[config.mk]
export PLATFORM = sky130hd
export DESIGN_NAME = jesd204b_tpl_rx
export DESIGN_NICKNAME = d
export VERILOG_FILES = /design/src/rtl/jesd204b_tpl_pkg.sv /design/src/rtl/jesd204b_tpl_rx_unpack.sv /design/src/rtl/jesd204b_tpl_rx.sv
export SDC_FILE = /design/constraint.sdc
export NUM_CORES = 1
export LEC_CHECK = 0
export BUFFER_PORTS_ARGS = -buffer_cell sky130_fd_sc_hd__buf_4
export CORE_ASPECT_RATIO = 0.8
export CORE_MARGIN = 2
export CORE_UTILIZATION = 25
export CTS_CLUSTER_SIZE = 16
export DETAILED_ROUTE_END_ITERATION = 10
export PLACE_DENSITY_LB_ADDON = 0.12
export SETUP_SLACK_MARGIN = 0.4
export SLEW_MARGIN = 20
export SYNTH_ARGS = -nofsm -noshare
export SYNTH_HDL_FRONTEND = slang
export SYNTH_HIERARCHICAL = 1
export SYNTH_SLANG_ARGS = --single-unit
[constraint.sdc]
create_clock -name clk -period 1.9 [get_ports clk]
set_input_delay 0.285 -clock clk [delete_from_list [all_inputs] [get_ports clk]]
set_output_delay 0.285 -clock clk [all_outputs]
set_load 0.01 [all_outputs]
[src/rtl/jesd204b_tpl_pkg.sv]
// rtl/jesd204b_tpl_pkg.sv - shared JESD204B transport-layer widths, offsets and state type
package jesd204b_tpl_pkg;

    // Receive FSM: IDLE until the first valid frame, STREAM while frames keep arriving
    typedef enum logic [0:0] {
        ST_IDLE   = 1'b0,
        ST_STREAM = 1'b1
    } tpl_state_e;

    // Padding words needed so every lane carries the same number of words
    function automatic int calc_pad(input int lanes, input int convs);
        return ((convs % lanes) != 0) ? (lanes - (convs % lanes)) : 0;
    endfunction

    // Frame width in bits: one 16-bit word per converter plus padding words
    function automatic int calc_dw(input int lanes, input int convs);
        return 16 * (convs + calc_pad(lanes, convs));
    endfunction

    // Octets carried by each lane per frame
    function automatic int calc_octets(input int lanes, input int convs);
        return calc_dw(lanes, convs) / (8 * lanes);
    endfunction

    // Tail bits left over in each sample word
    function automatic int calc_tails(input int sample_size, input int res, input int ctrl);
        return sample_size - res - ctrl;
    endfunction

    // Bit offset of word 'word' in lane 'lane'; word 0 sits in the most significant octets
    function automatic int word_offset(input int octets, input int lane, input int word);
        return lane * 8 * octets + (octets - 2 - 2 * word) * 8;
    endfunction

endpackage

[src/rtl/jesd204b_tpl_rx_unpack.sv]
// rtl/jesd204b_tpl_rx_unpack.sv - decode one 16-bit transport word into sample, control and tail check
module jesd204b_tpl_rx_unpack #(
    parameter  int RESOLUTION = 11,
    parameter  int CONTROL    = 2,
    parameter  int TAILS      = 3,
    localparam int CW         = (CONTROL > 0) ? CONTROL : 1
) (
    input  logic [15:0]           word_i,
    output logic [RESOLUTION-1:0] sample_o,
    output logic [CW-1:0]         ctrl_o,
    output logic                  tail_nz_o
);

    // Sample is MSB-aligned: the upper octet followed by the top RESOLUTION-8 bits of the lower octet
    assign sample_o = word_i[15 -: RESOLUTION];

    if (CONTROL > 0) begin : g_ctrl
        assign ctrl_o = word_i[CONTROL+TAILS-1 -: CW];
    end else begin : g_no_ctrl
        assign ctrl_o = '0;
    end

    if (TAILS > 0) begin : g_tail
        assign tail_nz_o = |word_i[TAILS-1:0];
    end else begin : g_no_tail
        assign tail_nz_o = 1'b0;
    end

endmodule

[src/rtl/jesd204b_tpl_rx.sv]
// rtl/jesd204b_tpl_rx.sv - JESD204B receive transport layer: frame de-mapping, error checks and statistics
module jesd204b_tpl_rx
    import jesd204b_tpl_pkg::*;
#(
    parameter  int LANES       = 4,
    parameter  int CONVERTERS  = 4,
    parameter  int RESOLUTION  = 11,
    parameter  int CONTROL     = 2,
    parameter  int SAMPLE_SIZE = 16,
    localparam int DW          = calc_dw(LANES, CONVERTERS),
    localparam int CW          = (CONTROL > 0) ? CONTROL : 1
) (
    input  logic                             clk,
    input  logic                             reset,
    input  logic                             en,
    input  logic [DW-1:0]                    rx_datain,
    input  logic                             err_clr,
    output logic [CONVERTERS*RESOLUTION-1:0] rx_dataout,
    output logic [CONVERTERS*CW-1:0]         rx_ctrl,
    output logic                             rx_valid,
    output logic                             tail_err,
    output logic                             pad_err,
    output logic                             err_sticky,
    output logic [15:0]                      frame_cnt,
    output logic [7:0]                       err_cnt
);

    localparam int PAD    = calc_pad(LANES, CONVERTERS);
    localparam int OCTETS = calc_octets(LANES, CONVERTERS);
    localparam int WPL    = OCTETS / 2;
    localparam int NWORDS = CONVERTERS + PAD;
    localparam int TAILS  = calc_tails(SAMPLE_SIZE, RESOLUTION, CONTROL);

    logic [CONVERTERS*RESOLUTION-1:0] sample_w;
    logic [CONVERTERS*CW-1:0]         ctrl_w;
    logic [CONVERTERS-1:0]            tail_nz_w;
    logic [NWORDS-1:0]                pad_nz_w;
    logic                             tail_any_w;
    logic                             pad_any_w;
    logic                             frame_err_w;

    tpl_state_e state_q, state_d;

    logic [CONVERTERS*RESOLUTION-1:0] data_q;
    logic [CONVERTERS*CW-1:0]         ctrl_q;
    logic                             tail_err_q;
    logic                             pad_err_q;
    logic                             err_sticky_q, err_sticky_d;
    logic [15:0]                      frame_cnt_q, frame_cnt_d;
    logic [7:0]                       err_cnt_q, err_cnt_d;

    // Word k lives in lane k/WPL at position k%WPL; words past the last converter are padding
    for (genvar k = 0; k < NWORDS; k++) begin : g_word
        localparam int OFS = word_offset(OCTETS, k / WPL, k % WPL);
        if (k < CONVERTERS) begin : g_conv
            jesd204b_tpl_rx_unpack #(
                .RESOLUTION (RESOLUTION),
                .CONTROL    (CONTROL),
                .TAILS      (TAILS)
            ) u_unpack (
                .word_i    (rx_datain[OFS +: 16]),
                .sample_o  (sample_w[k*RESOLUTION +: RESOLUTION]),
                .ctrl_o    (ctrl_w[k*CW +: CW]),
                .tail_nz_o (tail_nz_w[k])
            );
            assign pad_nz_w[k] = 1'b0;
        end else begin : g_pad
            assign pad_nz_w[k] = |rx_datain[OFS +: 16];
        end
    end

    assign tail_any_w  = |tail_nz_w;
    assign pad_any_w   = |pad_nz_w;
    assign frame_err_w = en & (tail_any_w | pad_any_w);

    // State register
    always_ff @(posedge clk or negedge reset) begin
        if (!reset) begin
            state_q <= ST_IDLE;
        end else begin
            state_q <= state_d;
        end
    end

    // Next state: stream while en is held, fall back to idle on the first gap
    always_comb begin
        state_d = state_q;
        case (state_q)
            ST_IDLE:   if (en)  state_d = ST_STREAM;
            ST_STREAM: if (!en) state_d = ST_IDLE;
            default:   state_d = ST_IDLE;
        endcase
    end

    // Capture decoded frame and its error flags on valid beats; hold them across gaps
    always_ff @(posedge clk or negedge reset) begin
        if (!reset) begin
            data_q     <= '0;
            ctrl_q     <= '0;
            tail_err_q <= 1'b0;
            pad_err_q  <= 1'b0;
        end else if (en) begin
            data_q     <= sample_w;
            ctrl_q     <= ctrl_w;
            tail_err_q <= tail_any_w;
            pad_err_q  <= pad_any_w;
        end
    end

    // Statistics next state: saturating counters; a fresh error overrides a simultaneous clear
    always_comb begin
        frame_cnt_d  = frame_cnt_q;
        err_cnt_d    = err_cnt_q;
        err_sticky_d = err_sticky_q;
        if (en && (frame_cnt_q != 16'hFFFF)) begin
            frame_cnt_d = frame_cnt_q + 16'd1;
        end
        if (err_clr) begin
            err_cnt_d    = {7'd0, frame_err_w};
            err_sticky_d = frame_err_w;
        end else if (frame_err_w) begin
            err_sticky_d = 1'b1;
            if (err_cnt_q != 8'hFF) begin
                err_cnt_d = err_cnt_q + 8'd1;
            end
        end
    end

    // Statistics registers
    always_ff @(posedge clk or negedge reset) begin
        if (!reset) begin
            frame_cnt_q  <= '0;
            err_cnt_q    <= '0;
            err_sticky_q <= 1'b0;
        end else begin
            frame_cnt_q  <= frame_cnt_d;
            err_cnt_q    <= err_cnt_d;
            err_sticky_q <= err_sticky_d;
        end
    end

    assign rx_dataout = data_q;
    assign rx_ctrl    = ctrl_q;
    assign rx_valid   = (state_q == ST_STREAM);
    assign tail_err   = tail_err_q;
    assign pad_err    = pad_err_q;
    assign err_sticky = err_sticky_q;
    assign frame_cnt  = frame_cnt_q;
    assign err_cnt    = err_cnt_q;

endmodule

Word-level counts from Yosys, hierarchy flattened --
Cells that the tools add are included.
Cells by class: mux-type cells 6, reductions and logical operators 5, equal/unequal tests 2, bitwise logic cells 1, add/subtract/negate cells 2
Operator list (count):
- $mux W8 | 3
- $add A16 B1 Y16 const B | 1
- $ne A16 B16 Y1 const B | 1
- $reduce_or A12 Y1 | 1
- $add A8 B1 Y8 const B | 1
- $ne A8 B8 Y1 const B | 1
- $reduce_bool A2 Y1 | 2
- $mux W1 | 3
- $reduce_and A2 Y1 | 1
- $and A1 B1 Y1 | 1
- $logic_and A1 B1 Y1 | 1
Storage, ports and cells: register bits 79, input bits 68, output and inout bits 80, word-level logic and storage cells 23

Depth between registers and ports, before layout --
depth in word-level cells 4, gate-level depth with buffers 6, gate-level depth less buffers 5

By module --
Netlist, hierarchy kept.
By module, submodules not included:
- jesd204b_tpl_rx | cells each 238, sequential area each 1976.9 sq um, times used 1, area each 3260.6 sq um
- jesd204b_tpl_rx_unpack | cells each 14, sequential area each 0.0 sq um, times used 4, area each 103.8 sq um

Worst setup path before layout --
Ideal clock, no wire load.
kind register to register, start point register frame_cnt_q[0] (netlist: frame_cnt[0]), end point register frame_cnt_q[1] (netlist: frame_cnt[1]), arrival 1.769 ns, path buffers 1, setup time 0.128 ns, stages on the path, launching flop included 7, required time 1.772 ns, period minus slack after synthesis 1.897 ns, path slack 0.003 ns, path through dfrtp_1 -> ha_1 -> nand4_1 -> or4_1 -> buf_2 -> nand2_2 -> mux2_1
Between the ends: cells in the longest elaborated chain, start to end 2, elaborated cells on any way between the ends 3, classes of those cells add/sub (1); eq/ne (1); reduce/logical (1)
RTL lines:
- start, declared | RTL line jesd204b_tpl_rx.sv:49 | logic [15:0] frame_cnt_q, frame_cnt_d;
- start signal, assigned | RTL line jesd204b_tpl_rx.sv:136 | frame_cnt_q <= frame_cnt_d;
- parallel branches: the longest is 2 deep, another holds $add A16 B1 Y16
Parallel ways; which one is timed is not known. A chain may end at the register's enable or synchronous reset.

Worst setup path after layout --
start point register frame_cnt_q[1] (netlist: frame_cnt[1]), end point register frame_cnt_q[7] (netlist: frame_cnt[7])
The elaborated chain is that of the path after synthesis.

==> results.toml <==
[power]
cell_internal_pwr_uw = 3618
comb_power_share_pct = 23.9
netSwitchingFraction_pct = 26.47
ir_worst_vdd_mv = 0.5329
report.power.total_uw = 4920
netSwitchingPower_uw = 1302
power.clock.fraction_pct = 35.2
share_seq_of_total_power_pct = 40.9
power_leakage_uw = 0.002430
power_density_nw_per_um2 = 924.6

[synth]
synthesis.instances = 294
yosys.cell_types.count = 45
async_reset_ff_share_pct = 100.0
synth_commonest_cells = "sky130_fd_sc_hd__dfrtp_1, sky130_fd_sc_hd__buf_4, sky130_fd_sc_hd__mux2_2, sky130_fd_sc_hd__nand3_1, sky130_fd_sc_hd__xnor2_1"
flop_and_latch_count_out_of_synthesis = 79
synthTopCellsByArea = "sky130_fd_sc_hd__dfrtp_1, sky130_fd_sc_hd__mux2_2, sky130_fd_sc_hd__buf_4"
synth_largest_type_area_fraction_pct = 53.78
syn_nets = 364
synth_enable_flop_cells = 0
syn-mean-instance-area_um2 = 12.50
synth.yosys.seq_area_share_pct = 53.78
yosys.area.top_type = "sky130_fd_sc_hd__dfrtp_1"
post_synthesis_instance_area_um2 = 3676
most_frequent_cell_after_synthesis = "sky130_fd_sc_hd__dfrtp_1"
yosys_warnings = 6
primary_ff_master_synth = "sky130_fd_sc_hd__dfrtp_1"

[timing]
max_clock_freq_mhz = 589.9
min_period_over_period_pct = 89.23
setup_viol = 0
setup_repair_after_global_routing_missed_its_margin = "true"
final_total_negative_setup_slack_ns = 0
worst_clock_skew_ns = 0.008215
drv_slew = 0
finalHoldViolCount = 0
final_period_minus_worst_setup_slack_ns = 1.695

[min_path]
hold_class = "in -> reg"

[clock_tree]
cts_tree = "yes"
cts-root-buf = "sky130_fd_sc_hd__clkbuf_16"
clock_sink_count = 79
cts_inserted_buffers = 9
cts-htree-levels = 3
cts_max_path_buffers = 2
clk_pin_slew_worst_paths_ns = 0.06
clock_latency_late_sink_ns = 0.34

[setup_path]
timing.critical_path.arrival_ns = 1.96
critical_path.max_fanout = 3
cp-end-kind = "register"
setup.worst_path.class = "reg -> reg"
worst_setup_path_start_kind = "register"
crit_path_required_time_ns = 2.16

[global_routing]
wire_length_of_the_first_global_routing_pass_mm = 13.74
vias_in_the_first_global_route = 2725
grt_start_max_net_pins = 43
overflow = 0
grtUsageTotal_pct = 11.03
antenna_found_initial = 0

[die]
chipHeight_um = 112.5
std_cell_rows = 39
pin_count = 148
floorplan_die_area_um2 = 15700
overall_die_width_um = 139.6
floorplan.initialDensity_pct = 25.62
fp.coreArea_um2 = 14350

[drt]
ant_nets = 0
detail_route.iter0.violations = 70
routed_wire_length_per_instance_um = 13.77
route.vias.total = 2594
iteration_count_of_the_initial_detailed_routing_pass = 4
remaining_drc_errors = 0
detail_route.vias_per_cell = 4.225
wirelength_mm = 8.453

[finish]
sequential_cell_area_um2 = 1984
antenna_cells = 0
fillers = 1456
area_delta_synth_final_pct = 44.76
final_net_count = 495
multi_input_comb_area_um2 = 1391
post_route_cells_drive_above_1_share_pct = 64.19

[placement]
gp_routability_congestion = 0.7031
dpl.hpwl_mm = 6.191
io_buf_count = 146

[status]
run_status = "finished, final reports clean"

[flow_run]
cap_violations = 0
-- worst max-delay path, stage by stage, from the launching register on --
cell and delay, ns:
sky130_fd_sc_hd__dfrtp_2 0.38, sky130_fd_sc_hd__ha_4 0.13, sky130_fd_sc_hd__nand4_1 0.17, sky130_fd_sc_hd__or4_4 0.50, sky130_fd_sc_hd__buf_6 0.15, sky130_fd_sc_hd__and4_4 0.18
sky130_fd_sc_hd__a21oi_2 0.12
-- path summary, 6_finish.rpt --
kind | startpoint | end | slack, ns | depth (start not counted)
max | frame_cnt[1] | frame_cnt[7] | 0.20 | 6
min | rx_datain[5] | rx_dataout[0] | 0.18 | 2
max reg2reg | frame_cnt[1] | frame_cnt[7] | 0.20 | 6
min reg2reg | rx_dataout[39] | rx_dataout[39] | 0.50 | 1
max in group asynchronous | reset | rx_dataout[37] | 0.87 | 3
min in group asynchronous | reset | rx_dataout[11] | 0.45 | 2
-- power groups by stage --
stage	clock network (uW)	logic, uW	registers [uW]
3_5_place_dp	0	1130	2040
2_1_floorplan	0	388	2180
3_3_place_gp	0	1120	2040
6_report	1730	1180	2010
4_1_cts	1820	1180	2010
5_1_grt	1890	1280	2040
-- kinds of logic after synthesis --
family | Yosys count | synth area share (%)
fa+ha+maj | 2 | 0.6806
flops | 79 | 53.78
compound gates | 20 | 4.051
xor+xnor | 13 | 3.097
other cells | 1 | 0.1020
simple gates | 60 | 9.428
mux | 55 | 16.81
buf+inv | 64 | 12.05
-- layout by cell type (no fill, tap or decap), types with 3 or more instances in the layout --
cell / synthesis / final
sky130_fd_sc_hd__buf_4: 53 / 173
sky130_fd_sc_hd__dfrtp_1: 79 / 73
sky130_fd_sc_hd__mux2_2: 52 / 52
sky130_fd_sc_hd__nand3_1: 13 / 12
sky130_fd_sc_hd__nor2_1: 10 / 10
sky130_fd_sc_hd__xnor2_1: 11 / 10
sky130_fd_sc_hd__clkbuf_16: 0 / 9
sky130_fd_sc_hd__nand2_1: 8 / 8
sky130_fd_sc_hd__buf_6: 0 / 7
sky130_fd_sc_hd__dfrtp_2: 0 / 6
sky130_fd_sc_hd__nand4_1: 4 / 4
sky130_fd_sc_hd__o211ai_1: 3 / 3
sky130_fd_sc_hd__clkinvlp_4: 0 / 3
sky130_fd_sc_hd__or3_4: 0 / 3
-- metrics by stage --
stage               setup WS [ns]  hold slack [ns]  utilization [%]  instance area (um2)  std cells
global placement           0.1001           0.2743            33.85                 4856        589
global route               0.1732           0.1622            37.09                 5321        614
finish                     0.2047           0.1802            37.09                 5321        614
CTS                        0.2159           0.1554            36.61                 5253        612
floorplan                  0.1123         -0.01059                -                 3756        294
detailed placement        0.07802           0.2915            33.85                 4856        589
-- sequential cells by signal, summed over array words and instances, names as in the netlist --
name,count
rx_dataout,44
frame_cnt,16
err_cnt,8
rx_ctrl,8
err_sticky,1
rx_valid,1
tail_err,1
-- cell type report --
| type | instances | share of cell area [%] |
|---|---|---|
| sequential | 79 | 37.29 |
| timing repair buffer | 182 | 26.45 |
| multi-input combinational | 151 | 26.15 |
| clock buffer | 11 | 4.561 |
| tap | 184 | 4.326 |
| clock inverter | 5 | 1.082 |
| inverter | 2 | 0.1411 |
-- timing repair --
action,4_1_cts,5_1_grt
endpoints found under the hold margin,29,0
pin swaps,2,6
endpoints found under the setup margin,16,20
hold buffers,1,0
buffers inserted,6,2
resized for setup,10,10
-- metal layers --
metal	vias to the layer above	global-route usage [%]	share of wire [%]
met5	-	0	0
met4	0	3.800	1.4
met3	10	5.034	8.6
met2	95	15.69	43
met1	1242	14.85	46
li1	1247	-	-
Power figures use the tool's default switching activity.
